`config.mk`:
```
export PLATFORM = sky130hd
export DESIGN_NAME = gcd_control_fsm
export DESIGN_NICKNAME = d
export VERILOG_FILES = /design/src/rtl/gcd_pkg.sv /design/src/rtl/gcd_iter_counter.sv /design/src/rtl/gcd_control_fsm.sv
export SDC_FILE = /design/constraint.sdc
export NUM_CORES = 1
export LEC_CHECK = 0
export CORE_ASPECT_RATIO = 1.5
export CORE_UTILIZATION = 50
export CTS_BUF_LIST = sky130_fd_sc_hd__clkbuf_2
export CTS_CLUSTER_DIAMETER = 120
export CTS_CLUSTER_SIZE = 8
export DETAILED_ROUTE_END_ITERATION = 10
export GPL_TIMING_DRIVEN = 0
export PLACE_DENSITY_LB_ADDON = 0.12
export SLEW_MARGIN = 10
export SYNTH_ARGS = -nofsm -noshare
export SYNTH_HDL_FRONTEND = slang
export SYNTH_SLANG_ARGS = --single-unit
```
`constraint.sdc`:
```
create_clock -name clock -period 2.89 [get_ports clock]
set_input_delay 0.578 -clock clock [delete_from_list [all_inputs] [get_ports clock]]
set_output_delay 0.578 -clock clock [all_outputs]
set_load 0.03 [all_outputs]
```
`src/rtl/gcd_pkg.sv`:
```
// Shared definitions for the subtractive GCD controller: state encoding,
// mux select encodings and default iteration limits.
package gcd_pkg;

    typedef enum logic [3:0] {
        S_IDLE   = 4'd0,
        S_LOAD_A = 4'd1,
        S_LOAD_B = 4'd2,
        S_CMP    = 4'd3,
        S_SUB_A  = 4'd4,
        S_SUB_B  = 4'd5,
        S_WR_A   = 4'd6,
        S_WR_B   = 4'd7,
        S_DONE   = 4'd8,
        S_ERR    = 4'd9
    } state_t;

    localparam logic SEL_A   = 1'b0;
    localparam logic SEL_B   = 1'b1;
    localparam logic BUS_DIN = 1'b0;
    localparam logic BUS_SUB = 1'b1;

    localparam int DEFAULT_ITER_W   = 17;
    localparam int DEFAULT_MAX_ITER = 65535;

endpackage

```
`src/rtl/gcd_iter_counter.sv`:
```
// Subtraction iteration counter: synchronous clear, increment, saturates at
// MAX_ITER and flags when the limit is reached.
module gcd_iter_counter #(
    parameter int ITER_W   = 17,
    parameter int MAX_ITER = 65535
) (
    input  logic clock,
    input  logic reset,
    input  logic clear,
    input  logic inc,
    output logic at_max
);

    localparam logic [ITER_W-1:0] MAX_VAL = ITER_W'(MAX_ITER);

    logic [ITER_W-1:0] count_q;
    logic [ITER_W-1:0] count_d;

    always_comb begin
        count_d = count_q;
        if (clear) begin
            count_d = '0;
        end else if (inc && (count_q != MAX_VAL)) begin
            count_d = count_q + ITER_W'(1);
        end
    end

    always_ff @(posedge clock) begin
        if (reset) begin
            count_q <= '0;
        end else begin
            count_q <= count_d;
        end
    end

    assign at_max = (count_q == MAX_VAL);

endmodule

```
`src/rtl/gcd_control_fsm.sv`:
```
// Control FSM for the 16-bit subtractive GCD datapath: fetches A and B over a
// valid/ready bus, subtracts larger-minus-smaller until equal, reports done/err.
module gcd_control_fsm
    import gcd_pkg::*;
#(
    parameter int ITER_W   = DEFAULT_ITER_W,
    parameter int MAX_ITER = DEFAULT_MAX_ITER
) (
    input  logic clock,
    input  logic reset,
    input  logic start,
    input  logic in_valid,
    output logic in_ready,
    input  logic lt,
    input  logic gt,
    input  logic eq,
    output logic loada,
    output logic loadb,
    output logic loadp,
    output logic clearp,
    output logic sel1,
    output logic sel2,
    output logic selb,
    output logic busy,
    output logic done,
    output logic err
);

    state_t state_q;
    state_t state_d;
    logic   iter_clear;
    logic   iter_inc;
    logic   iter_at_max;

    gcd_iter_counter #(
        .ITER_W  (ITER_W),
        .MAX_ITER(MAX_ITER)
    ) u_iter (
        .clock (clock),
        .reset (reset),
        .clear (iter_clear),
        .inc   (iter_inc),
        .at_max(iter_at_max)
    );

    always_ff @(posedge clock) begin
        if (reset) begin
            state_q <= S_IDLE;
        end else begin
            state_q <= state_d;
        end
    end

    always_comb begin
        state_d    = state_q;
        iter_clear = 1'b0;
        iter_inc   = 1'b0;
        in_ready   = 1'b0;
        loada      = 1'b0;
        loadb      = 1'b0;
        loadp      = 1'b0;
        clearp     = 1'b0;
        sel1       = SEL_A;
        sel2       = SEL_A;
        selb       = BUS_DIN;
        busy       = 1'b0;
        done       = 1'b0;
        err        = 1'b0;
        case (state_q)
            S_IDLE: begin
                clearp = 1'b1;
                if (start) begin
                    iter_clear = 1'b1;
                    state_d    = S_LOAD_A;
                end
            end
            S_LOAD_A: begin
                in_ready = 1'b1;
                busy     = 1'b1;
                if (in_valid) begin
                    loada   = 1'b1;
                    state_d = S_LOAD_B;
                end
            end
            S_LOAD_B: begin
                in_ready = 1'b1;
                busy     = 1'b1;
                if (in_valid) begin
                    loadb   = 1'b1;
                    state_d = S_CMP;
                end
            end
            S_CMP: begin
                busy = 1'b1;
                // Anything other than exactly one flag means a broken datapath.
                case ({lt, gt, eq})
                    3'b001:  state_d = S_DONE;
                    3'b010:  state_d = S_SUB_A;
                    3'b100:  state_d = S_SUB_B;
                    default: state_d = S_ERR;
                endcase
            end
            S_SUB_A: begin
                busy = 1'b1;
                sel1 = SEL_A;
                sel2 = SEL_B;
                if (iter_at_max) begin
                    state_d = S_ERR;
                end else begin
                    loadp    = 1'b1;
                    iter_inc = 1'b1;
                    state_d  = S_WR_A;
                end
            end
            S_SUB_B: begin
                busy = 1'b1;
                sel1 = SEL_B;
                sel2 = SEL_A;
                if (iter_at_max) begin
                    state_d = S_ERR;
                end else begin
                    loadp    = 1'b1;
                    iter_inc = 1'b1;
                    state_d  = S_WR_B;
                end
            end
            S_WR_A: begin
                busy    = 1'b1;
                selb    = BUS_SUB;
                loada   = 1'b1;
                state_d = S_CMP;
            end
            S_WR_B: begin
                busy    = 1'b1;
                selb    = BUS_SUB;
                loadb   = 1'b1;
                state_d = S_CMP;
            end
            S_DONE: begin
                done    = 1'b1;
                state_d = S_IDLE;
            end
            S_ERR: begin
                // err drops in the same cycle a restart is accepted.
                err = ~start;
                if (start) begin
                    iter_clear = 1'b1;
                    state_d    = S_LOAD_A;
                end
            end
            default: state_d = S_IDLE;
        endcase
    end

endmodule

```
* Word-level counts from Yosys, hierarchy flattened
Index checks and enable logic that the tools add are counted.
** Operators by class
- Equal/unequal tests :: 17
- Add/sub/neg operators :: 1
- $lt $le $gt $ge :: 0
- Multiplexer cells :: 22
- Bitwise logic cells :: 1
- $mul :: 0
- Divide/modulo/power cells :: 0
- Shift-type cells :: 0
- Reduce and logical (&&, ||, !) cells :: 9
** Operator list (number)
- $pmux 4 s7 :: 1
- $mux 4 :: 5
- $add 17x1->17 const B :: 1
- $eq 17x16->1 const B :: 1
- $ne 17x16->1 const B :: 1
- $eq 4x3->1 const B :: 4
- $mux 1 :: 13
- $pmux 4 s3 :: 1
- $reduce_or 2->1 :: 5
- $eq 4x2->1 const B :: 2
- $eq 4x4->1 const B :: 2
- $reduce_or 7->1 :: 1
- $eq 4x1->1 const B :: 1
- $logic_not 4->1 :: 1
- $ne 2x2->1 const B :: 2
- $pmux 1 s2 :: 2
- $eq 3x1->1 const B :: 1
- $eq 3x2->1 const B :: 1
- $eq 3x3->1 const B :: 1
- $reduce_and 3->1 :: 1
- $ne 2x1->1 const B :: 1
- $logic_and 1x1->1 :: 1
- $not 1->1 :: 1
** Word-level totals
- Register bits :: 21
- Memories kept :: 0
- Memory bits (read-only) :: 0
- Logic and storage cells :: 52
- Input bits :: 7
- RAM bits :: 0
- Output and inout bits :: 11
- Latch bits :: 0

* Longest topological paths before layout
- Depth after elaboration :: 4
- Gate-level depth with buffers :: 11

* Hierarchy
From an unflattened synthesis, not the netlist that was laid out.
** Unflattened totals
- Cell total of the unflattened synthesis :: 162
- Area total of the unflattened synthesis :: 1293.7 sq um
** By module, submodules not included
- gcd_iter_counter :: seq. area each 340.3 sq um, times used 1, cells an instance 92, area each 824.5 sq um
- gcd_control_fsm :: seq. area each 80.1 sq um, times used 1, cells an instance 70, area each 469.2 sq um

* Worst setup path after synthesis
No wires, ideal clock.
- Kind :: register -> output
- From :: reg u_iter.count_q[8]
- To :: out loadp
- Path slack :: 0.485 ns
- Buffers on the path :: 2
- Cell stages (with the launch flop) :: 9
- Arrival :: 1.827 ns
- Required time :: 2.312 ns
- Path through :: dfxtp_1 and4_1 nand3_1 nor2_1 ha_1 or4b_1 buf_2 inv_1 buf_2
** On the way
- Cells in the longest elaborated chain, start to end :: 3
** Ends and longest elaborated chain
- start, declared :: line gcd_iter_counter.sv:16 : logic [ITER_W-1:0] count_q;
- start signal, assigned :: line gcd_iter_counter.sv:32 : count_q <= count_d;
- $eq 17x16->1 :: line gcd_iter_counter.sv:36 : assign at_max = (count_q == MAX_VAL);
- $mux 1 :: line gcd_control_fsm.sv:107, gcd_control_fsm.sv:119
- $mux 1
- end, declared :: line gcd_control_fsm.sv:19 : output logic loadp,
No other way between the ends.

* Worst setup path after layout
- From :: in start
- To :: out err
** On the way
- Cells in the longest elaborated chain, start to end :: 2
** Ends and longest elaborated chain
- start, declared :: line gcd_control_fsm.sv:11 : input logic start,
- $not 1->1 :: line gcd_control_fsm.sv:145 : err = ~start;
- $mux 1 :: line gcd_control_fsm.sv:69 : case (state_q)
- end, declared :: line gcd_control_fsm.sv:26 : output logic err
No other way between the ends.

==> metrics.md <==
| Metric | Value |
|---|---|
| ANT cells | 0 |
| FFs w/ async S/R, synth | 0% |
| Worst R2R Start | u_iter.count_q[0]$_SDFFE_PP0P_ |
| Total number of H-tree levels | 1 |
| Complex-gate fraction of the synthesized area | between 10% and 20% |
| Worst Setup SP | start |
| Vias per Instance | 5.90 |
| CTS Buf Count | 3 |
| Clk sinks | 21 |
| Lkg Pwr | 0.549 nW |
| First-pass iteration count of the detailed router | 4 |
| Root Buffer | clkbuf_2 |
| Hold_sp | u_iter.count_q[1]$_SDFFE_PP0P_ |
| Pwr dens | 434 nW/um2 |
| Clock transition at path regs | between 0.15 and 0.2 ns |
| Final period utilization | slightly below 100% |
| Worst setup EP type | primary output |
| Final instance area | 1570 um2 |
| CP bufs+invs | 3 |
| PortBufs | 17 |
| Synth cell types | 39 |
| Max-slew violation count | 0 |
| R2R depth | 10 |
| Fraction of layout cells with a size suffix above 1 | roughly 18% |
| Mux cell area share after synthesis | 1.68% |
| Post-synthesis sequential area ratio | 33.3% |
| FF/Latch Area | between 400 and 500 um2 |
| Data arrival time of the worst path | 2.25 ns |
| CP max-delay cell | clkdlybuf4s50_1 |
| Predominant post-synthesis flop cell | dfxtp_1 |
| CTS tree | built |
| Vias in the first global route | 1195 |
| Final min period | 2.83 ns |
| Global-route wire length before repair | 5.11 mm |
| HPWL after DPL | 2.16 mm |
| Grt ovf | 0 |
| Worst slew margin | 72.1% |
| Routed via count | 1263 |
| Hold crit path type | reg2reg |
| Final worst slack | 0.0598 ns |
| Post-Synth Simple-Gate Area | 33.6% |
| Delay-heaviest family, CP | buffers and inverters |
| Inst Count DP | ~210 |
| Gate Count Post-Synth | 165 |
| Mapped cell area | around 1300 um2 |
| Layout fillers | about 200 |
| Synth warn | 0 |
| Post-synthesis register bit count | 21 |
| Hold_buf cts | 0 |
| Post-DP Area | 1460 um2 |
| Clk_skew | 0.00346 ns |
| Pre-CTS setup slack | -0.347 ns |
| WP depth | 4 |
| Post-synth EDFFs | 0 |
| Highest clock rate | 0.353 GHz |
| Most frequent CP cell | clkdlybuf4s50_1 |
| CP required | roughly 2.3 ns |
| RSZ-0062 raised after global routing | yes |
| Most frequent cells in the layout | 21 x nor2_1, 14 x clkdlybuf4s50_1, 12 x nand2_1, 12 x dfxtp_1, 11 x a21oi_1 |
| Largest family of logic cells by synthesized area | simple AND/OR/NAND/NOR gates |
| Gpl congestion | 0.923 |
| Synth Net Count | 174 |
| Post-Synth XOR/XNOR Area | 8.33% |
| Endpoints failing setup | 0 |
| Die Span X | 43.0 um |
| Die area | 2730 um2 |
| Slowest cell delay on critical path | 0.65 ns |
| Largest net degree at the start of global routing | 12 |
| Area of the core | roughly 2300 um2 |
| Worst slew pin tran | about 0.42 ns |
| DRT Wirelength | 2.94 mm |
| Worst hold stages | 2 |
| Average size of a mapped cell | around 7.7 um2 |
| Rows | 21 |
| Final Net Count | 201 |
| Drt wl/cell | between 10 and 15 um |
| Antenna violations before repair | 0 |
| Total Routing Usage GR | 23.7% |
| Initial core utilization | 54.6% |
| ANT nets after route | 0 |
| Die Y | approximately 64 um |
| Worst setup SP type | input pin |
| Area Growth Syn to Fin | 24.2% |
| Worst-case vdd ir drop | 0.000302 V |
| Worst Setup Path Type | in2out |
| Adder-cell share of the synthesized area | around 2.0% |
| Commonest non-fill, non-tap cell in the layout | nor2_1 |
| Max FO, Critical Path | 7 |
| Status | complete, no violations |
| Clk_lat worst skew | 0.32 ns |
| Final Instance Count excl. Fillers | between 200 and 250 |
| Synth top area share | 33.3% |
| Max clock buf depth | 2 |
| Max-cap violation count | 0 |
| # IOs | 18 |
| Area leader, netlist | dfxtp_1 |
| Multi-input logic area | a little under 800 um2 |
| Final hold violations | 0 |
| Most area-consuming cells after synthesis | dfxtp_1 33%, nor2_1 6.2%, a21oi_1 4.4% |
| Worst-path cell chain | clkdlybuf4s50_1 > or3_1 > inv_1 > clkdlybuf4s50_1 |
| DRC | 0 |
| DR iter-0 viols | 28 |
layout make-up:
| cell class | count | area share, % |
|---|---|---|
| clock buffers | 4 | 1.28 |
| plain buffers | 11 | 4.23 |
| repair buffers | 23 | 13.9 |
| well taps | 23 | 1.84 |
| multi-input cells | 127 | 49.9 |
| flip-flops and latches | 21 | 27.7 |
| inverters | 5 | 1.20 |
through the flow:
step	total power [mW]	hold WS [ns]	utilization, %	TNS, ns
2_1_floorplan	0.485	0.454	-	0
3_3_place_gp	0.560	0.465	63.2	-0.346
3_5_place_dp	0.564	0.486	63.2	-0.347
4_1_cts	0.686	0.506	65.0	-0.0193
5_1_grt	0.722	0.536	67.8	-0.132
6_report	0.681	0.497	67.8	0
kinds of logic after synthesis:
group           Yosys count
flops                    21
compound gates           32
simple gates             79
xor+xnor                 12
fa+ha+maj                 2
mux                       2
buf+inv                  17
power by group:
part / leakage [nW] / internal, mW / switching [mW]
clock: 0.0166 / 0.0366 / 0.0853
combinational: 0.358 / 0.106 / 0.145
sequential: 0.174 / 0.296 / 0.0115
cells in the mapped netlist, types with 2 or more instances:
cell / instances
dfxtp_1: 21
nor2_1: 21
nand2_1: 12
a21oi_1: 11
o21ai_0: 9
clkbuf_1: 8
or3_1: 7
nand3_1: 6
nand4_1: 6
nor3_1: 6
xnor2_1: 6
xor2_1: 6
inv_1: 5
nor4_1: 4
a31oi_1: 3
buf_2: 3
nand2b_1: 3
and3_1: 2
and4_1: 2
ha_1: 2
nand3b_1: 2
nor3b_1: 2
o211ai_1: 2
final timing paths:
check,to,slack [ns]
max,err,0.06
min,u_iter.count_q[1]$_SDFFE_PP0P_,0.50
max reg2reg,u_iter.count_q[12]$_SDFFE_PP0P_,0.27
min reg2reg,u_iter.count_q[1]$_SDFFE_PP0P_,0.50
worst min-delay path, stage by stage (launching register included):
cell and delay [ns]:
dfxtp_2 0.38, nand2_1 0.05, a21oi_1 0.05
what timing repair did:
item                       CTS  global route
pin swaps                    0             1
gates resized for setup     18            13
setup buffers                0             6
setup endpoints to repair    3             6
metal layers:
metal / up-vias / track usage [%] / share of wire, %
met1: 578 / 26.5 / 40
met2: 39 / 41.3 / 54
li1: 641 / - / -
met4: 0 / 14.4 / 1.4
met5: - / 0 / 0
met3: 5 / 2.58 / 4.3
state kept, by name, summed over array words and instances, names as in the netlist:
signal          flops
u_iter.count_q     17
state_q             4
Note: power is estimated with default switching activity, not from simulation.
